File: config.mk
export PLATFORM = sky130hd
export DESIGN_NAME = cga_mic_loopctl_flat
export DESIGN_NICKNAME = d
export VERILOG_FILES = /design/src/rtl/cga_mic_pkg.sv /design/src/rtl/cga_mic_loopctl_if.sv /design/src/rtl/cga_mic_loopctl_wdog.sv /design/src/rtl/cga_mic_loopctl.sv /design/src/flat_wrapper.sv
export SDC_FILE = /design/constraint.sdc
export NUM_CORES = 1
export LEC_CHECK = 0
export ABC_AREA = 1
export BUFFER_PORTS_ARGS = -buffer_cell sky130_fd_sc_hd__clkbuf_2
export CAP_MARGIN = 20
export CORE_AREA = 2 2 39 41
export CTS_BUF_LIST = sky130_fd_sc_hd__clkbuf_4 sky130_fd_sc_hd__clkbuf_8 sky130_fd_sc_hd__clkbuf_16
export DETAILED_ROUTE_END_ITERATION = 8
export DIE_AREA = 0 0 41 43
export GPL_TIMING_DRIVEN = 0
export HOLD_SLACK_MARGIN = 0.15
export SLEW_MARGIN = 20
export SYNTH_ARGS = -nofsm -noshare
export SYNTH_HDL_FRONTEND = slang
export SYNTH_SLANG_ARGS = --single-unit
File: constraint.sdc
create_clock -name MCLK -period 2.5 [get_ports MCLK]
set_input_delay 0.75 -clock MCLK [delete_from_list [all_inputs] [get_ports MCLK]]
set_output_delay 0.75 -clock MCLK [all_outputs]
set_load 0.05 [all_outputs]
File: src/rtl/cga_mic_pkg.sv
// Shared types and constants for the /CGA/MIC loop-counter sequencer.
// Holds the FSM state enum and the counter polarity helper.
package cga_mic_pkg;

  typedef enum logic [1:0] {
    ST_IDLE,
    ST_LOAD,
    ST_RUN,
    ST_DONE
  } state_t;

  localparam logic [1:0] TERM_DEF  = 2'd3;
  localparam logic [1:0] CSWAN_INV = 2'b11;

  // CSWAN0/CSWAN1 are active-low; this yields the true count
  function automatic logic [1:0] cswan_cnt(
    input logic [1:0] cswan
  );
    return cswan ^ CSWAN_INV;
  endfunction

endpackage

File: src/rtl/cga_mic_loopctl_if.sv
// Microsequencer / loop counter bundle for cga_mic_loopctl.
// master = microsequencer+counter side, slave = the sequencer.
interface cga_mic_loopctl_if;

  logic       REQ;
  logic [1:0] REQ_CNT;
  logic       STEP;
  logic       ABORT;
  logic [1:0] CSWAN;
  logic [1:0] CD;
  logic       LWCAN;
  logic       EC;
  logic       BUSY;
  logic       DONE;
  logic       ABORTED;

  modport master (
    output REQ, REQ_CNT, STEP, ABORT, CSWAN,
    input  CD, LWCAN, EC, BUSY, DONE, ABORTED
  );

  modport slave (
    input  REQ, REQ_CNT, STEP, ABORT, CSWAN,
    output CD, LWCAN, EC, BUSY, DONE, ABORTED
  );

endinterface

File: src/rtl/cga_mic_loopctl_wdog.sv
// RUN-state watchdog for cga_mic_loopctl.
// Counts step-less RUN cycles; expire is asserted on the limit cycle.
module cga_mic_loopctl_wdog #(
  parameter int TMO_CYCLES = 16
) (
  input  logic clk,
  input  logic rst_n,
  input  logic run,
  input  logic step,
  output logic expire
);

  localparam int W = $clog2(TMO_CYCLES + 1);

  logic [W-1:0] cnt_q;

  assign expire = run & ~step &
    (cnt_q == W'(TMO_CYCLES - 1));

  // held at zero outside RUN, so entry to RUN starts from 0
  always_ff @(posedge clk or negedge rst_n) begin
    if (!rst_n) begin
      cnt_q <= '0;
    end else if (!run || step) begin
      cnt_q <= '0;
    end else begin
      cnt_q <= cnt_q + W'(1);
    end
  end

endmodule

File: src/rtl/cga_mic_loopctl.sv
// Loop sequencer driving the /CGA/MIC 2-bit loop counter (LWCAN/EC).
// Optional watchdog + TMO port: define CGA_MIC_LOOPCTL_TIMEOUT_EN.
module cga_mic_loopctl
  import cga_mic_pkg::*;
#(
  parameter logic [1:0] TERM = TERM_DEF,
  parameter int TMO_CYCLES = 16
) (
  input  logic MCLK,
  input  logic MRN,
  cga_mic_loopctl_if.slave bus
`ifdef CGA_MIC_LOOPCTL_TIMEOUT_EN
  ,
  output logic TMO
`endif
);

  state_t     state_q, state_d;
  logic       at_term, kill, fin, ec;
  logic [1:0] cd_q, cd_d;
  logic       lwcan_q, lwcan_d;
  logic       busy_q, busy_d;
  logic       done_q, done_d;
  logic       abrt_q, abrt_d;

  assign at_term = cswan_cnt(bus.CSWAN) == TERM;

`ifdef CGA_MIC_LOOPCTL_TIMEOUT_EN
  logic expire;
  logic tmo_q;

  cga_mic_loopctl_wdog #(
    .TMO_CYCLES(TMO_CYCLES)
  ) u_wdog (
    .clk    (MCLK),
    .rst_n  (MRN),
    .run    (state_q == ST_RUN),
    .step   (bus.STEP),
    .expire (expire)
  );

  assign kill = bus.ABORT | expire;

  always_ff @(posedge MCLK or negedge MRN) begin
    if (!MRN) begin
      tmo_q <= 1'b0;
    end else if (state_q == ST_IDLE && bus.REQ) begin
      tmo_q <= 1'b0;
    end else if (expire) begin
      tmo_q <= 1'b1;
    end
  end

  assign TMO = tmo_q;
`else
  assign kill = bus.ABORT;
`endif

  assign fin = (state_q == ST_RUN) & bus.STEP
             & at_term & ~kill;

  always_ff @(posedge MCLK or negedge MRN) begin
    if (!MRN) begin
      state_q <= ST_IDLE;
    end else begin
      state_q <= state_d;
    end
  end

  always_comb begin
    state_d = state_q;
    unique case (state_q)
      ST_IDLE: if (bus.REQ) state_d = ST_LOAD;
      ST_LOAD: state_d = kill ? ST_IDLE : ST_RUN;
      ST_RUN: begin
        if (kill)     state_d = ST_IDLE;
        else if (fin) state_d = ST_DONE;
      end
      ST_DONE: state_d = ST_IDLE;
      default: state_d = ST_IDLE;
    endcase
  end

  always_comb begin
    cd_d    = cd_q;
    lwcan_d = 1'b1;
    busy_d  = busy_q;
    done_d  = 1'b0;
    abrt_d  = 1'b0;
    ec      = 1'b0;
    unique case (state_q)
      ST_IDLE: begin
        if (bus.REQ) begin
          cd_d    = bus.REQ_CNT;
          lwcan_d = 1'b0;
          busy_d  = 1'b1;
        end
      end
      ST_LOAD: begin
        if (kill) begin
          busy_d = 1'b0;
          abrt_d = 1'b1;
        end
      end
      ST_RUN: begin
        ec = bus.STEP & ~kill & ~at_term;
        if (kill) begin
          busy_d = 1'b0;
          abrt_d = 1'b1;
        end else if (fin) begin
          busy_d = 1'b0;
          done_d = 1'b1;
        end
      end
      default: ;
    endcase
  end

  always_ff @(posedge MCLK or negedge MRN) begin
    if (!MRN) begin
      cd_q    <= 2'b00;
      lwcan_q <= 1'b1;
      busy_q  <= 1'b0;
      done_q  <= 1'b0;
      abrt_q  <= 1'b0;
    end else begin
      cd_q    <= cd_d;
      lwcan_q <= lwcan_d;
      busy_q  <= busy_d;
      done_q  <= done_d;
      abrt_q  <= abrt_d;
    end
  end

  assign bus.CD      = cd_q;
  assign bus.LWCAN   = lwcan_q;
  assign bus.EC      = ec;
  assign bus.BUSY    = busy_q;
  assign bus.DONE    = done_q;
  assign bus.ABORTED = abrt_q;

endmodule

File: src/flat_wrapper.sv
// flat-port wrapper written by rule: the top's interface ports become plain ports
module cga_mic_loopctl_flat import cga_mic_pkg::*;
#(
  parameter logic [1:0] TERM = TERM_DEF,
  parameter int TMO_CYCLES = 16
)
  (MCLK, MRN, bus_REQ, bus_REQ_CNT, bus_STEP, bus_ABORT, bus_CSWAN, bus_CD, bus_LWCAN, bus_EC, bus_BUSY, bus_DONE, bus_ABORTED);
  cga_mic_loopctl_if bus_i ();
  input  logic MCLK;
  input  logic MRN;
  input wire logic [$bits(bus_i.REQ)-1:0] bus_REQ;
  input wire logic [$bits(bus_i.REQ_CNT)-1:0] bus_REQ_CNT;
  input wire logic [$bits(bus_i.STEP)-1:0] bus_STEP;
  input wire logic [$bits(bus_i.ABORT)-1:0] bus_ABORT;
  input wire logic [$bits(bus_i.CSWAN)-1:0] bus_CSWAN;
  output wire logic [$bits(bus_i.CD)-1:0] bus_CD;
  output wire logic [$bits(bus_i.LWCAN)-1:0] bus_LWCAN;
  output wire logic [$bits(bus_i.EC)-1:0] bus_EC;
  output wire logic [$bits(bus_i.BUSY)-1:0] bus_BUSY;
  output wire logic [$bits(bus_i.DONE)-1:0] bus_DONE;
  output wire logic [$bits(bus_i.ABORTED)-1:0] bus_ABORTED;
  assign bus_i.REQ = bus_REQ;
  assign bus_i.REQ_CNT = bus_REQ_CNT;
  assign bus_i.STEP = bus_STEP;
  assign bus_i.ABORT = bus_ABORT;
  assign bus_i.CSWAN = bus_CSWAN;
  assign bus_CD = bus_i.CD;
  assign bus_LWCAN = bus_i.LWCAN;
  assign bus_EC = bus_i.EC;
  assign bus_BUSY = bus_i.BUSY;
  assign bus_DONE = bus_i.DONE;
  assign bus_ABORTED = bus_i.ABORTED;
  cga_mic_loopctl #(.TERM(TERM), .TMO_CYCLES(TMO_CYCLES)) u_core (.MCLK(MCLK), .MRN(MRN), .bus(bus_i));
endmodule
==> results.cfg, run 1 <==
[clocking]
cts_resized = 0
cts_inserted_buffers = 3
worst_skew_pair.late_latency_ns = 0.26
cts_root_buf = clkbuf_4
cts.sinks = 8
post_cts_buffers = 0
clockBufferDepth = 2
path_clk_slew_ns = 0.06
cts_max_level = 1
cts_tree = yes
hold_buffers = 0

[die]
fp.coreArea_um2 = 1380
die_area_um2 = 1760
fp-row-count = 14
initial_core_util_pct = 31.6
die_w_um = 41
die_y_um = 43
io_pins = 16

[critical_path]
critPathMaxFanout = 4
slowest_delay_ns = 0.41
cp_cell_sequence = inv_1 -> ha_1 -> nand2_2 -> nor3_2 -> clkbuf_2
required_ns = 1.75
critPathBufInv = 2
critPathKind = register to primary output
worstPathArrival_ns = 1.48
crit_family = buffers and inverters
cp_slowest_cell = dfrtp_1
cp-start-kind = register
end_kind = primary output

[synth]
yosysSeqAreaShare_pct = 46.1
synth-seq-cells = 8
syn_nets = 63
netlist_area_um2 = 437
synth_cell_types = 17
ys_warn_count = 0
synthCells = 49
avgSynthCellArea_um2 = 8.91

[pwr]
intPower_uw = 371
p_leak_uw = 0.000328
p_per_area_nw_per_um2 = 1240
irDropWorstVdd_mv = 0.349
power_frac_seq_pct = 30.1
p_sw_share_pct = 47.4
combPwrFrac_pct = 53.0
clkPwrFrac_pct = 16.9
p_sw_uw = 335

[sta]
hold_violations = 0
timing.final.crit_share_pct = 89.2
max_freq_mhz = 448
slew_headroom_pct = 81.6
tightest_slew_ns = 0.277
rsz0062_at_grt = no
drv_slew = 0
finalClockSkew_ns = 0.00794
setup_ws_ns = 0.269
setup_viol_count_final = 0
fin_tns_setup_ns = 0
finalCriticalPeriod_ns = 2.23

[run]
maxCapViolCount = 0

[finish]
multi_input_area_um2 = 199
final_cell_mix = clkbuf_2, inv_1, dfrtp_1
fillers = 146
drive_above_1_share_pct = 39.7
fin_nets = 83
seqCellArea_um2 = 201
final_common_cell = clkbuf_2
antenna_cells = 0
syn_to_final_growth_pct = 29.8

[placed_design]
place_ws_ns = 0.338
numPortBuffers = 15
hpwl_um = 630
place.gp.congestion = 0.713

[grt]
grt_usage_pct = 12.5
antenna_found_initial = 0
grt_max_degree = 9
grt-ovfl-total = 0
first_global_vias = 352
grt_pass1_wl_mm = 1.36

[drt]
drtIter0Drc = 0
finalWirelength_um = 752
vias = 366
firstDrtPassIters = 1
wl_per_cell_um = 8.95
ant_nets = 0
drcViolationCount = 0
vias_per_cell = 4.36

[min_path]
hold_path_class = primary input to asynchronous set/reset pin

[run_status]
status = finished clean
## cell usage after synthesis
cell type	number	area [um^2]
ha_1	5	62.6
o21ai_0	1	5.00
mux2_2	2	22.5
nor2_1	5	18.8
o21ai_1	1	5.00
nand3_1	1	5.00
inv_2	1	3.75
o21ai_2	1	8.76
a21oi_1	2	10.0
dfstp_2	1	26.3
inv_1	10	37.5
nor3_1	3	15.0
nor2_2	1	6.26
nand4_1	1	6.26
nand2_1	6	22.5
nand2_2	1	6.26
dfrtp_1	7	175
## state kept, by name, summed over array words and instances, names as in the netlist
signal / cells
u_core.bus.CD: 2
u_core.state_q: 2
u_core.bus.ABORTED: 1
u_core.bus.BUSY: 1
u_core.bus.DONE: 1
u_core.bus.LWCAN: 1
## metal layers
| metal | part of all wire, % | track usage (%) |
|---|---|---|
| met3 | 6.1 | 6.28 |
| met1 | 39 | 12.3 |
| met2 | 50 | 17.5 |
| met5 | 0 | 0 |
| met4 | 4.3 | 12.0 |
## kinds of logic after synthesis
group / after synthesis / synth area share [%]
AO/OA/AOI/OAI: 5 / 6.59
adder cells (fa/ha/maj): 5 / 14.3
buffers and inverters: 11 / 9.46
flip-flops: 8 / 46.1
multiplexers: 2 / 5.16
AND/OR/NAND/NOR: 18 / 18.3
## metrics by stage
| stage | cell area, um^2 | hold WS, ns | total power, uW | util (%) | std cells |
|---|---|---|---|---|---|
| finish | 567 | 0.323 | 706 | 41.0 | 84 |
| global route | 567 | 0.315 | 778 | 41.0 | 84 |
| CTS | 567 | 0.327 | 720 | 41.0 | 84 |
| detailed placement | 537 | 0.462 | 596 | 38.8 | 80 |
| global placement | 537 | 0.457 | 586 | 38.8 | 80 |
| floorplan | 442 | 0.454 | 514 | - | 49 |
## worst paths after layout
kind,startpoint,to,slack (ns),depth (start not counted)
worst max register to register,u_core.state_q[0],u_core.bus.CD[1],1.21,4
min in group MCLK,u_core.bus.BUSY,u_core.bus.BUSY,0.47,2
worst max-delay path,u_core.state_q[0],bus_EC,0.27,5
max in group asynchronous,MRN,u_core.bus.LWCAN,1.93,1
worst min register to register,u_core.bus.BUSY,u_core.bus.BUSY,0.47,2
worst min-delay path,MRN,u_core.bus.BUSY,0.32,1
## power by group through the flow
stage / Sequential [uW] / Combinational [uW] / Clock (uW)
global placement: 213 / 373 / 0
global route: 220 / 417 / 140
CTS: 214 / 381 / 125
finish: 212 / 374 / 119
floorplan: 344 / 170 / 0
detailed placement: 216 / 380 / 0
## cell type report
| class | count | share of cell area, % |
|---|---|---|
| sequential | 8 | 35.5 |
| clock buffer | 4 | 5.30 |
| tap | 16 | 3.53 |
| inverter | 11 | 7.28 |
| timing repair buffer | 15 | 13.2 |
| multi-input combinational | 30 | 35.1 |
(Power assumes the default switching activity.)
==> run 2, diff against run 1 <==
Settings changed: BUFFER_PORTS_ARGS -buffer_cell sky130_fd_sc_hd__clkbuf_2 to -buffer_cell sky130_fd_sc_hd__buf_2.
==> run 2 against run 1 <==
Critical path depth unchanged. Clock skew increased by 0.0036 ns. Core utilization unchanged. Clock-buffer cell count unchanged. Sequential power about the same. Power about the same. Clock power about the same. Maximum frequency increased by 1.3%. First-iteration DRC count increased by 4. Cell count unchanged. Largest cell class unchanged.
==> results.cfg, run 2 (synthesis results as in run 1) <==
[run_status]
status = finished clean

[critical_path]
cp-start-kind = register
required_ns = 1.75
critPathMaxFanout = 4
end_kind = primary output
critPathKind = register to primary output
worstPathArrival_ns = 1.45

[die]
die_w_um = 41
io_pins = 16
initial_core_util_pct = 31.6
fp-row-count = 14
die_y_um = 43
fp.coreArea_um2 = 1380
die_area_um2 = 1760

[sta]
setup_ws_ns = 0.298
timing.final.crit_share_pct = 88.1
hold_violations = 0
setup_viol_count_final = 0
finalCriticalPeriod_ns = 2.20
tightest_slew_ns = 0.234
rsz0062_at_grt = no
max_freq_mhz = 454
drv_slew = 0
slew_headroom_pct = 84.3
holdWs_ns = 0.314
finalClockSkew_ns = 0.0115
fin_tns_setup_ns = 0

[pwr]
p_leak_uw = 0.000327
p_total_uw = 706
irDropWorstVdd_mv = 0.374
p_per_area_nw_per_um2 = 1240

[clocking]
hold_buffers = 0
clockBufferDepth = 2
cts_inserted_buffers = 3
cts.sinks = 8
worst_skew_pair.late_latency_ns = 0.26
cts_max_level = 1
post_cts_buffers = 0
cts_resized = 0
cts_root_buf = clkbuf_4
cts_tree = yes
path_clk_slew_ns = 0.06

[drt]
drtIter0Drc = 4
wl_per_cell_um = 8.85
drcViolationCount = 0
firstDrtPassIters = 2
vias = 360
vias_per_cell = 4.29
finalWirelength_um = 743
ant_nets = 0

[min_path]
hold_path_class = primary input to asynchronous set/reset pin

[finish]
syn_to_final_growth_pct = 29.8
fin_nets = 83
final_cell_mix = buf_2, inv_1, dfrtp_1
final_common_cell = buf_2
antenna_cells = 0
drive_above_1_share_pct = 39.7
post-route-util_pct = 41.0

[placed_design]
place.gp.congestion = 0.712
hpwl_um = 619
place_ws_ns = 0.370
numPortBuffers = 15

[grt]
grt_max_degree = 9
first_global_vias = 342
grt-ovfl-total = 0
grt_usage_pct = 11.9
grt_pass1_wl_mm = 1.28
antenna_found_initial = 0

[run]
maxCapViolCount = 0
run 2: changes by cell type in the layout (fill, tap and decap cells not counted):
| cell | previous run | this run |
|---|---|---|
| buf_2 | 0 | 15 |
| clkbuf_2 | 15 | 0 |
run 2: final timing paths:
path,start,end,slack [ns],cells past startpoint
min,MRN,u_core.bus.BUSY,0.31,1
max reg2reg,u_core.state_q[0],u_core.bus.CD[1],1.21,4
max,u_core.state_q[0],bus_EC,0.30,5
min reg2reg,u_core.bus.BUSY,u_core.bus.BUSY,0.47,2
min in group MCLK,u_core.bus.BUSY,u_core.bus.BUSY,0.47,2
max in group asynchronous,MRN,u_core.bus.LWCAN,1.94,1
run 2: stage by stage:
stage	area, um^2	instances
6_report	567	84
5_1_grt	567	84
4_1_cts	567	84
3_5_place_dp	537	80
3_3_place_gp	537	80
2_1_floorplan	442	49
run 2: where the power goes:
| group | total [uW] | switching (uW) | internal [uW] | leakage, uW |
|---|---|---|---|---|
| Clock | 121 | 49.2 | 72.2 | 0.0000184 |
| Sequential | 212 | 26.2 | 185 | 0.0000981 |
| Combinational | 373 | 258 | 114 | 0.000210 |
| Total | 706 | 334 | 372 | 0.000327 |
run 2: cell type report:
type | count | area (um^2)
multi-input combinational | 30 | 199
timing repair buffer | 15 | 75.1
clock buffer | 4 | 30.0
sequential | 8 | 201
fill | 149 | 817
tap | 16 | 20.0
inverter | 11 | 41.3
run 2: critical path, cell delays in order, from the launching register on:
cell     delay (ns)
dfrtp_1        0.41
inv_1          0.12
ha_1           0.18
nand2_2        0.08
nor3_2         0.11
buf_2          0.28
run 2: per-layer routing:
metal | up-vias | global-route usage [%] | part of all wire, %
met5 | - | 0 | 0
met4 | 0 | 12.0 | 4.2
met2 | 9 | 16.6 | 50
li1 | 191 | - | -
met1 | 156 | 11.4 | 39
met3 | 4 | 6.28 | 6.7
